--- src/rtl/axi_wr_arbiter.sv ---
// rtl/axi_wr_arbiter.sv - two-requester round-robin AXI4 write-channel arbiter
module axi_wr_arbiter #(
    parameter int ADDR_WIDTH = 32,
    parameter int DATA_WIDTH = 32
) (
    input  logic                    ACLK,
    input  logic                    ARESETn,
    // requester 0
    input  logic [ADDR_WIDTH-1:0]   S0_AWADDR,
    input  logic [7:0]              S0_AWLEN,
    input  logic [2:0]              S0_AWSIZE,
    input  logic [1:0]              S0_AWBURST,
    input  logic                    S0_AWVALID,
    output logic                    S0_AWREADY,
    input  logic [DATA_WIDTH-1:0]   S0_WDATA,
    input  logic [DATA_WIDTH/8-1:0] S0_WSTRB,
    input  logic                    S0_WLAST,
    input  logic                    S0_WVALID,
    output logic                    S0_WREADY,
    output logic [1:0]              S0_BRESP,
    output logic                    S0_BVALID,
    input  logic                    S0_BREADY,
    // requester 1
    input  logic [ADDR_WIDTH-1:0]   S1_AWADDR,
    input  logic [7:0]              S1_AWLEN,
    input  logic [2:0]              S1_AWSIZE,
    input  logic [1:0]              S1_AWBURST,
    input  logic                    S1_AWVALID,
    output logic                    S1_AWREADY,
    input  logic [DATA_WIDTH-1:0]   S1_WDATA,
    input  logic [DATA_WIDTH/8-1:0] S1_WSTRB,
    input  logic                    S1_WLAST,
    input  logic                    S1_WVALID,
    output logic                    S1_WREADY,
    output logic [1:0]              S1_BRESP,
    output logic                    S1_BVALID,
    input  logic                    S1_BREADY,
    // slave side
    output logic [ADDR_WIDTH-1:0]   M_AWADDR,
    output logic [7:0]              M_AWLEN,
    output logic [2:0]              M_AWSIZE,
    output logic [1:0]              M_AWBURST,
    output logic                    M_AWVALID,
    input  logic                    M_AWREADY,
    output logic [DATA_WIDTH-1:0]   M_WDATA,
    output logic [DATA_WIDTH/8-1:0] M_WSTRB,
    output logic                    M_WLAST,
    output logic                    M_WVALID,
    input  logic                    M_WREADY,
    input  logic [1:0]              M_BRESP,
    input  logic                    M_BVALID,
    output logic                    M_BREADY,
    // status
    output logic                    GRANT,
    output logic                    BUSY
);

    typedef enum logic [1:0] {
        ST_IDLE = 2'd0,
        ST_AW   = 2'd1,
        ST_W    = 2'd2,
        ST_B    = 2'd3
    } state_t;

    state_t state_q, state_d;
    logic   grant_q, grant_d;
    logic   last_grant_q, last_grant_d;
    logic   busy_q;

    // Next-state: round-robin pick in IDLE, then follow the granted transaction through AW, W and B
    always_comb begin
        state_d      = state_q;
        grant_d      = grant_q;
        last_grant_d = last_grant_q;
        case (state_q)
            ST_IDLE: begin
                if (S0_AWVALID && S1_AWVALID) begin
                    grant_d = ~last_grant_q;
                    state_d = ST_AW;
                end else if (S0_AWVALID) begin
                    grant_d = 1'b0;
                    state_d = ST_AW;
                end else if (S1_AWVALID) begin
                    grant_d = 1'b1;
                    state_d = ST_AW;
                end
            end
            ST_AW: begin
                if (M_AWVALID && M_AWREADY) begin
                    state_d = ST_W;
                end
            end
            ST_W: begin
                if (M_WVALID && M_WREADY && M_WLAST) begin
                    state_d = ST_B;
                end
            end
            ST_B: begin
                if (M_BVALID && M_BREADY) begin
                    last_grant_d = grant_q;
                    state_d      = ST_IDLE;
                end
            end
            default: state_d = ST_IDLE;
        endcase
    end

    // FSM registers; last_grant resets to 1 so requester 0 wins the first tie
    always_ff @(posedge ACLK or negedge ARESETn) begin
        if (!ARESETn) begin
            state_q      <= ST_IDLE;
            grant_q      <= 1'b0;
            last_grant_q <= 1'b1;
            busy_q       <= 1'b0;
        end else begin
            state_q      <= state_d;
            grant_q      <= grant_d;
            last_grant_q <= last_grant_d;
            busy_q       <= (state_d != ST_IDLE);
        end
    end

    // Combinational routing of the active phase only; everything else is held at 0
    always_comb begin
        M_AWADDR   = '0;
        M_AWLEN    = '0;
        M_AWSIZE   = '0;
        M_AWBURST  = '0;
        M_AWVALID  = 1'b0;
        M_WDATA    = '0;
        M_WSTRB    = '0;
        M_WLAST    = 1'b0;
        M_WVALID   = 1'b0;
        M_BREADY   = 1'b0;
        S0_AWREADY = 1'b0;
        S0_WREADY  = 1'b0;
        S0_BVALID  = 1'b0;
        S0_BRESP   = 2'b00;
        S1_AWREADY = 1'b0;
        S1_WREADY  = 1'b0;
        S1_BVALID  = 1'b0;
        S1_BRESP   = 2'b00;
        case (state_q)
            ST_AW: begin
                if (!grant_q) begin
                    M_AWADDR   = S0_AWADDR;
                    M_AWLEN    = S0_AWLEN;
                    M_AWSIZE   = S0_AWSIZE;
                    M_AWBURST  = S0_AWBURST;
                    M_AWVALID  = S0_AWVALID;
                    S0_AWREADY = M_AWREADY;
                end else begin
                    M_AWADDR   = S1_AWADDR;
                    M_AWLEN    = S1_AWLEN;
                    M_AWSIZE   = S1_AWSIZE;
                    M_AWBURST  = S1_AWBURST;
                    M_AWVALID  = S1_AWVALID;
                    S1_AWREADY = M_AWREADY;
                end
            end
            ST_W: begin
                if (!grant_q) begin
                    M_WDATA   = S0_WDATA;
                    M_WSTRB   = S0_WSTRB;
                    M_WLAST   = S0_WLAST;
                    M_WVALID  = S0_WVALID;
                    S0_WREADY = M_WREADY;
                end else begin
                    M_WDATA   = S1_WDATA;
                    M_WSTRB   = S1_WSTRB;
                    M_WLAST   = S1_WLAST;
                    M_WVALID  = S1_WVALID;
                    S1_WREADY = M_WREADY;
                end
            end
            ST_B: begin
                if (!grant_q) begin
                    S0_BVALID = M_BVALID;
                    S0_BRESP  = M_BRESP;
                    M_BREADY  = S0_BREADY;
                end else begin
                    S1_BVALID = M_BVALID;
                    S1_BRESP  = M_BRESP;
                    M_BREADY  = S1_BREADY;
                end
            end
            default: ;
        endcase
    end

    assign GRANT = grant_q;
    assign BUSY  = busy_q;

endmodule

--- config.mk ---
export PLATFORM = sky130hd
export DESIGN_NAME = axi_wr_arbiter
export DESIGN_NICKNAME = d
export VERILOG_FILES = /design/src/rtl/axi_wr_arbiter.sv
export SDC_FILE = /design/constraint.sdc
export NUM_CORES = 1
export LEC_CHECK = 0
export CAP_MARGIN = 25
export CORE_AREA = 4 4 105 107
export DETAILED_ROUTE_END_ITERATION = 12
export DIE_AREA = 0 0 109 111
export DONT_BUFFER_PORTS = 1
export PLACE_DENSITY = 0.39
export SETUP_SLACK_MARGIN = 0.3
export SKIP_LAST_GASP = 1
export SLEW_MARGIN = 20
export SYNTH_ARGS = -nofsm -noshare
export SYNTH_HDL_FRONTEND = slang
export SYNTH_SLANG_ARGS = --single-unit
--- constraint.sdc ---
create_clock -name ACLK -period 1.5 [get_ports ACLK]
set_input_delay 0.375 -clock ACLK [delete_from_list [all_inputs] [get_ports ACLK]]
set_output_delay 0.375 -clock ACLK [all_outputs]
set_load 0.02 [all_outputs]
# [Word-level counts from Yosys, hierarchy flattened]
# Cells that the tools add are included.
[totals] in_bits=177 reg_bits=5 elab_cells=64
[op_classes] reduce_logical=10 n_mux=46 eq_ne=3 n_bitwise=1
[ops] cell="32-bit two-way mux" n=4
[ops] cell="2-bit two-way mux" n=12
[ops] cell="1-bit two-way mux" n=23
[ops] cell="8-bit two-way mux" n=2
[ops] cell="4-bit two-way mux" n=2
[ops] cell="2-bit one-hot mux with 4 select lines" n=1
[ops] cell="3-bit two-way mux" n=2
[ops] cell="1-bit logical AND" n=5
[ops] cell="2-bit == test, second input constant" n=2
[ops] cell="2-bit AND reduction" n=2
[ops] cell="3-bit nonzero test" n=1
[ops] cell="2-bit by 1-bit == test with 1-bit output, second input constant" n=1
[ops] cell="2-bit logical NOT" n=1
[ops] cell="2-bit nonzero test" n=1
[ops] cell="1-bit NOT" n=1

# [Logic depth before layout (Yosys ltp)]
[logic_depth] word_depth=7 ltp_mapped=5 mapped_depth_nobuf=4

# [Worst setup path after synthesis]
# Ideal clock, no wire load.
[synth_timing] path_kind="flip-flop to output port" from="register grant_q, in the netlist GRANT" to="output port M_WDATA[14]" n_path_buf=3 path_stages_with_launch=6 arrival_ns=1.421 setup_slack_ns=-0.296 path_cell_list="dfrtp_1 -> buf_6 -> buf_4 -> buf_2 -> mux2i_1 -> nor2_1"
[synth_between] elab_chain_len=2
[synth_lines] item="start, declared" line="66" source="logic grant_q, grant_d;"
[synth_lines] item="start signal, assigned" line="117" source="grant_q <= grant_d;"
[synth_lines] item="32-bit two-way mux" line="162" source="if (!grant_q) begin"
[synth_lines] item="32-bit two-way mux" line="143" source="case (state_q)"
[synth_lines] item="end, declared" line="45" source="output logic [DATA_WIDTH-1:0] M_WDATA,"
# No other way between the ends.

# [Final worst setup path]
[layout_timing] from="register grant_q, in the netlist GRANT" to="output port M_WDATA[3]"
# Same word-level chain as after synthesis.

==> results.sh <==
export IMPL_outcome="finished, violations left"
export IMPL_violations_in_the_final_reports="setup timing"
export IMPL_worstReg2RegStart="GRANT"
export IMPL_boundaryPins=274
export IMPL_drive_gt1_share_pct=75.3
export IMPL_netlist_cell_type_count=27
export IMPL_required_ps=1120
export IMPL_leakagePower_nw=1.19
export IMPL_postSynthAreaPerCell_um2=7.16
export IMPL_syn_cell_area_um2=1650
export IMPL_detailedPlace_worstSlack_ps=-155
export IMPL_yosysTopAreaCell="sky130_fd_sc_hd__mux2i_1"
export IMPL_internal_portion_of_total_power_mw=3.55
export IMPL_final_setup_viols=100
export IMPL_grt_first_pass_wirelength_mm=10.4
export IMPL_commonest_register_cell_after_synthesis="sky130_fd_sc_hd__dfrtp_1"
export IMPL_cts_clk_slew_worst_paths_ps=40
export IMPL_critPathLaunchType="flip-flop"
export IMPL_slew_worst_pin_ps=307
export IMPL_global_routing_usage_summed_across_all_routing_layers_pct=10.8
export IMPL_share_seq_of_total_power_pct=4.2
export IMPL_rsz0062_at_grt="yes"
export IMPL_slew_limit_headroom_pct=79.4
export IMPL_worstSetupPathType="reg -> out"
export IMPL_reg2regPathDepth=7
export IMPL_crit_path_start="GRANT"
export IMPL_postRouteWirelength_mm=8.01
export IMPL_netlist_area_leader_share_pct=49.8
export IMPL_numClockSinks=5
export IMPL_core_um2=10100
export IMPL_timing_critical_path_arrival_ps=1500
export IMPL_p_per_area_nw_per_um2=2470
export IMPL_netSwitchingPower_mw=4.06
export IMPL_yosys_top_cells_area="sky130_fd_sc_hd__mux2i_1 50%, sky130_fd_sc_hd__nor2_1 20%, sky130_fd_sc_hd__dfrtp_1 6.1%"
export IMPL_netlist_instances=230
export IMPL_final_net_count=441
export IMPL_synth_ff_latch_count=5
export IMPL_number_of_antenna_violations_at_the_first_check_in_global_routing=0
export IMPL_worst_setup_path_end_kind="output port"
export IMPL_drc_errors=0
export IMPL_port_buffers=0
export IMPL_tritoncts_num_buffers=3
export IMPL_avgRoutedWirePerCell_um=20.1
export IMPL_dr_total_vias=1880
export IMPL_worst_hold_path_type="in -> reg"
export IMPL_max_cap_violations=0
export IMPL_route_detailed_vias_per_inst=4.71
export IMPL_antenna_diode_count=0
export IMPL_critical_path_top_delay_family="flip-flops"
export IMPL_ys_warnings_count=0
export IMPL_dpl_hpwl_mm=5.70
export IMPL_syn_to_final_growth_pct=87.3
export IMPL_drtIter0Drc=53
export IMPL_drtPass1Iterations=2
export IMPL_final_cell_mix="42 x sky130_fd_sc_hd__nor2_4, 41 x sky130_fd_sc_hd__mux2i_1, 40 x sky130_fd_sc_hd__mux2i_2"
export IMPL_die_y_um=111
export IMPL_timing_reg2reg_setup_slack_ps=-290
export IMPL_critPathMaxFanout=6
export IMPL_ir_drop_v=0.000802
export IMPL_htree_levels=1
export IMPL_timing_final_ws_setup_ps=-371
export IMPL_switching_share_pct=53.4
export IMPL_placementRows=37
export IMPL_critical_path_cell_chain="buf_12 > buf_12 > buf_12 > mux2i_2 > nor2_4"
export IMPL_layout_commonest_cell="sky130_fd_sc_hd__nor2_4"
export IMPL_grt_max_degree=26
export IMPL_globalRouteOverflowTotal=0
export IMPL_synth_edff_count=0
export IMPL_timing_final_crit_share_pct=125
export IMPL_crit_path_end="M_WDATA[3]"
export IMPL_power_share_clock_pct=3.3
export IMPL_crit_buf_inv=3
export IMPL_first_global_vias=1923
export IMPL_die_w_um=109
export IMPL_gp_routability_congestion=0.787
export IMPL_path_depth=5
export IMPL_insertion_delay_ps=230
export IMPL_starting_density_of_the_core_pct=16.2
export IMPL_synth_seq_area_share_pct=7.67
export IMPL_hold_violations=0
export IMPL_clock_root_buffer="sky130_fd_sc_hd__clkbuf_8"
export IMPL_clock_fmax_mhz=534
export IMPL_synthesis_nets=407
export IMPL_cts_root_to_sink_buffers=2
export IMPL_worst_case_clock_skew_ps=5.30
export IMPL_timing_critical_path_slowest_stage_cell="sky130_fd_sc_hd__dfrtp_4"
export IMPL_finalWorstPathRequiredPeriod_ps=1870
export IMPL_r2r_end="BUSY"
export IMPL_antenna_violating_nets_post_route=0
export IMPL_postSynth_asyncResetShare_pct=100
export IMPL_dieArea_um2=12100
export IMPL_cp_common_cell="sky130_fd_sc_hd__buf_12"
export IMPL_cp_slowest_stage_delay_ps=490
export IMPL_hold_ws_ps=240
export IMPL_slew_violations=0
export IMPL_clock_tree_from_tritoncts="done"
export IMPL_power_frac_comb_pct=92.5
-- synth_stat cells, types with 2 or more instances --
cell type,instances
sky130_fd_sc_hd__dfrtp_1,4
sky130_fd_sc_hd__buf_1,2
sky130_fd_sc_hd__mux2_4,3
sky130_fd_sc_hd__nand2_1,4
sky130_fd_sc_hd__a21oi_1,2
sky130_fd_sc_hd__buf_4,6
sky130_fd_sc_hd__and2_1,3
sky130_fd_sc_hd__and3_1,6
sky130_fd_sc_hd__nor3b_1,3
sky130_fd_sc_hd__inv_1,2
sky130_fd_sc_hd__clkbuf_1,6
sky130_fd_sc_hd__mux2i_1,82
sky130_fd_sc_hd__buf_6,2
sky130_fd_sc_hd__buf_2,5
sky130_fd_sc_hd__nand2b_1,3
sky130_fd_sc_hd__nor2_1,86
-- worst min-delay path by stage --
stage,start,end,slack [ps],depth (start not counted)
floorplan,ARESETn,BUSY,80,0
global placement,ARESETn,state_q[1],80,0
detailed placement,ARESETn,BUSY,80,0
CTS,S0_AWVALID,GRANT,240,1
global route,S0_AWVALID,GRANT,240,1
finish,S0_AWVALID,GRANT,240,1
-- power by group through the flow --
stage               Sequential [mW]  Clock [mW]  Combinational, mW
finish                        0.317       0.255               7.04
global route                  0.327       0.272               7.42
CTS                           0.323       0.261               6.66
detailed placement            0.343           0               5.28
global placement              0.338           0               5.27
floorplan                     0.293           0               4.64
-- state kept, by name, summed over array words and instances, names as in the netlist --
name,count
BUSY,1
GRANT,1
last_grant_q,1
state_q,2
-- per-stage QoR --
stage	instances	cell area, µm²	utilization, %	total power [mW]	TNS (ps)
floorplan	230	2150	-	4.94	-7090
global placement	375	2420	23.9	5.61	-4520
detailed placement	375	2420	23.9	5.62	-4930
CTS	393	2910	28.7	7.24	-28020
global route	399	3080	30.4	8.02	-31400
finish	399	3080	30.4	7.61	-27080
-- logic make-up (layout without fill, tap and decap cells) --
logic type	after synthesis	count (layout)	share of synthesized area, %
AOI/OAI and AO/OA	7	7	3.19
buffers and inverters	23	56	7.90
DFF	5	5	7.68
muxes	86	86	53.3
and+or+nand+nor	109	109	28.0
-- layer usage --
| layer | routed length, µm | GRT usage (%) |
|---|---|---|
| met1 | 2810 | 11.3 |
| met3 | 825 | 1.92 |
| met4 | 25 | 1.35 |
| met2 | 4350 | 22.2 |
| met5 | 0 | 0 |
-- cell type report --
| cell class | instances | area [µm²] |
|---|---|---|
| sequential | 5 | 131 |
| clock buffer | 4 | 45.0 |
| inverter | 2 | 10.0 |
| tap | 136 | 170 |
| multi-input combinational | 202 | 2070 |
| timing repair buffer | 50 | 654 |
| fill | 1005 | 7050 |
-- repair_timing --
action,in CTS,in global routing
setup buffers,8,3
resized for setup,57,22
endpoints found under the hold margin,5,0
hold buffers,1,0
setup endpoints to repair,100,101
gates cloned,5,3
pin swaps,18,18
No activity file was read; power rests on OpenSTA's default activity.
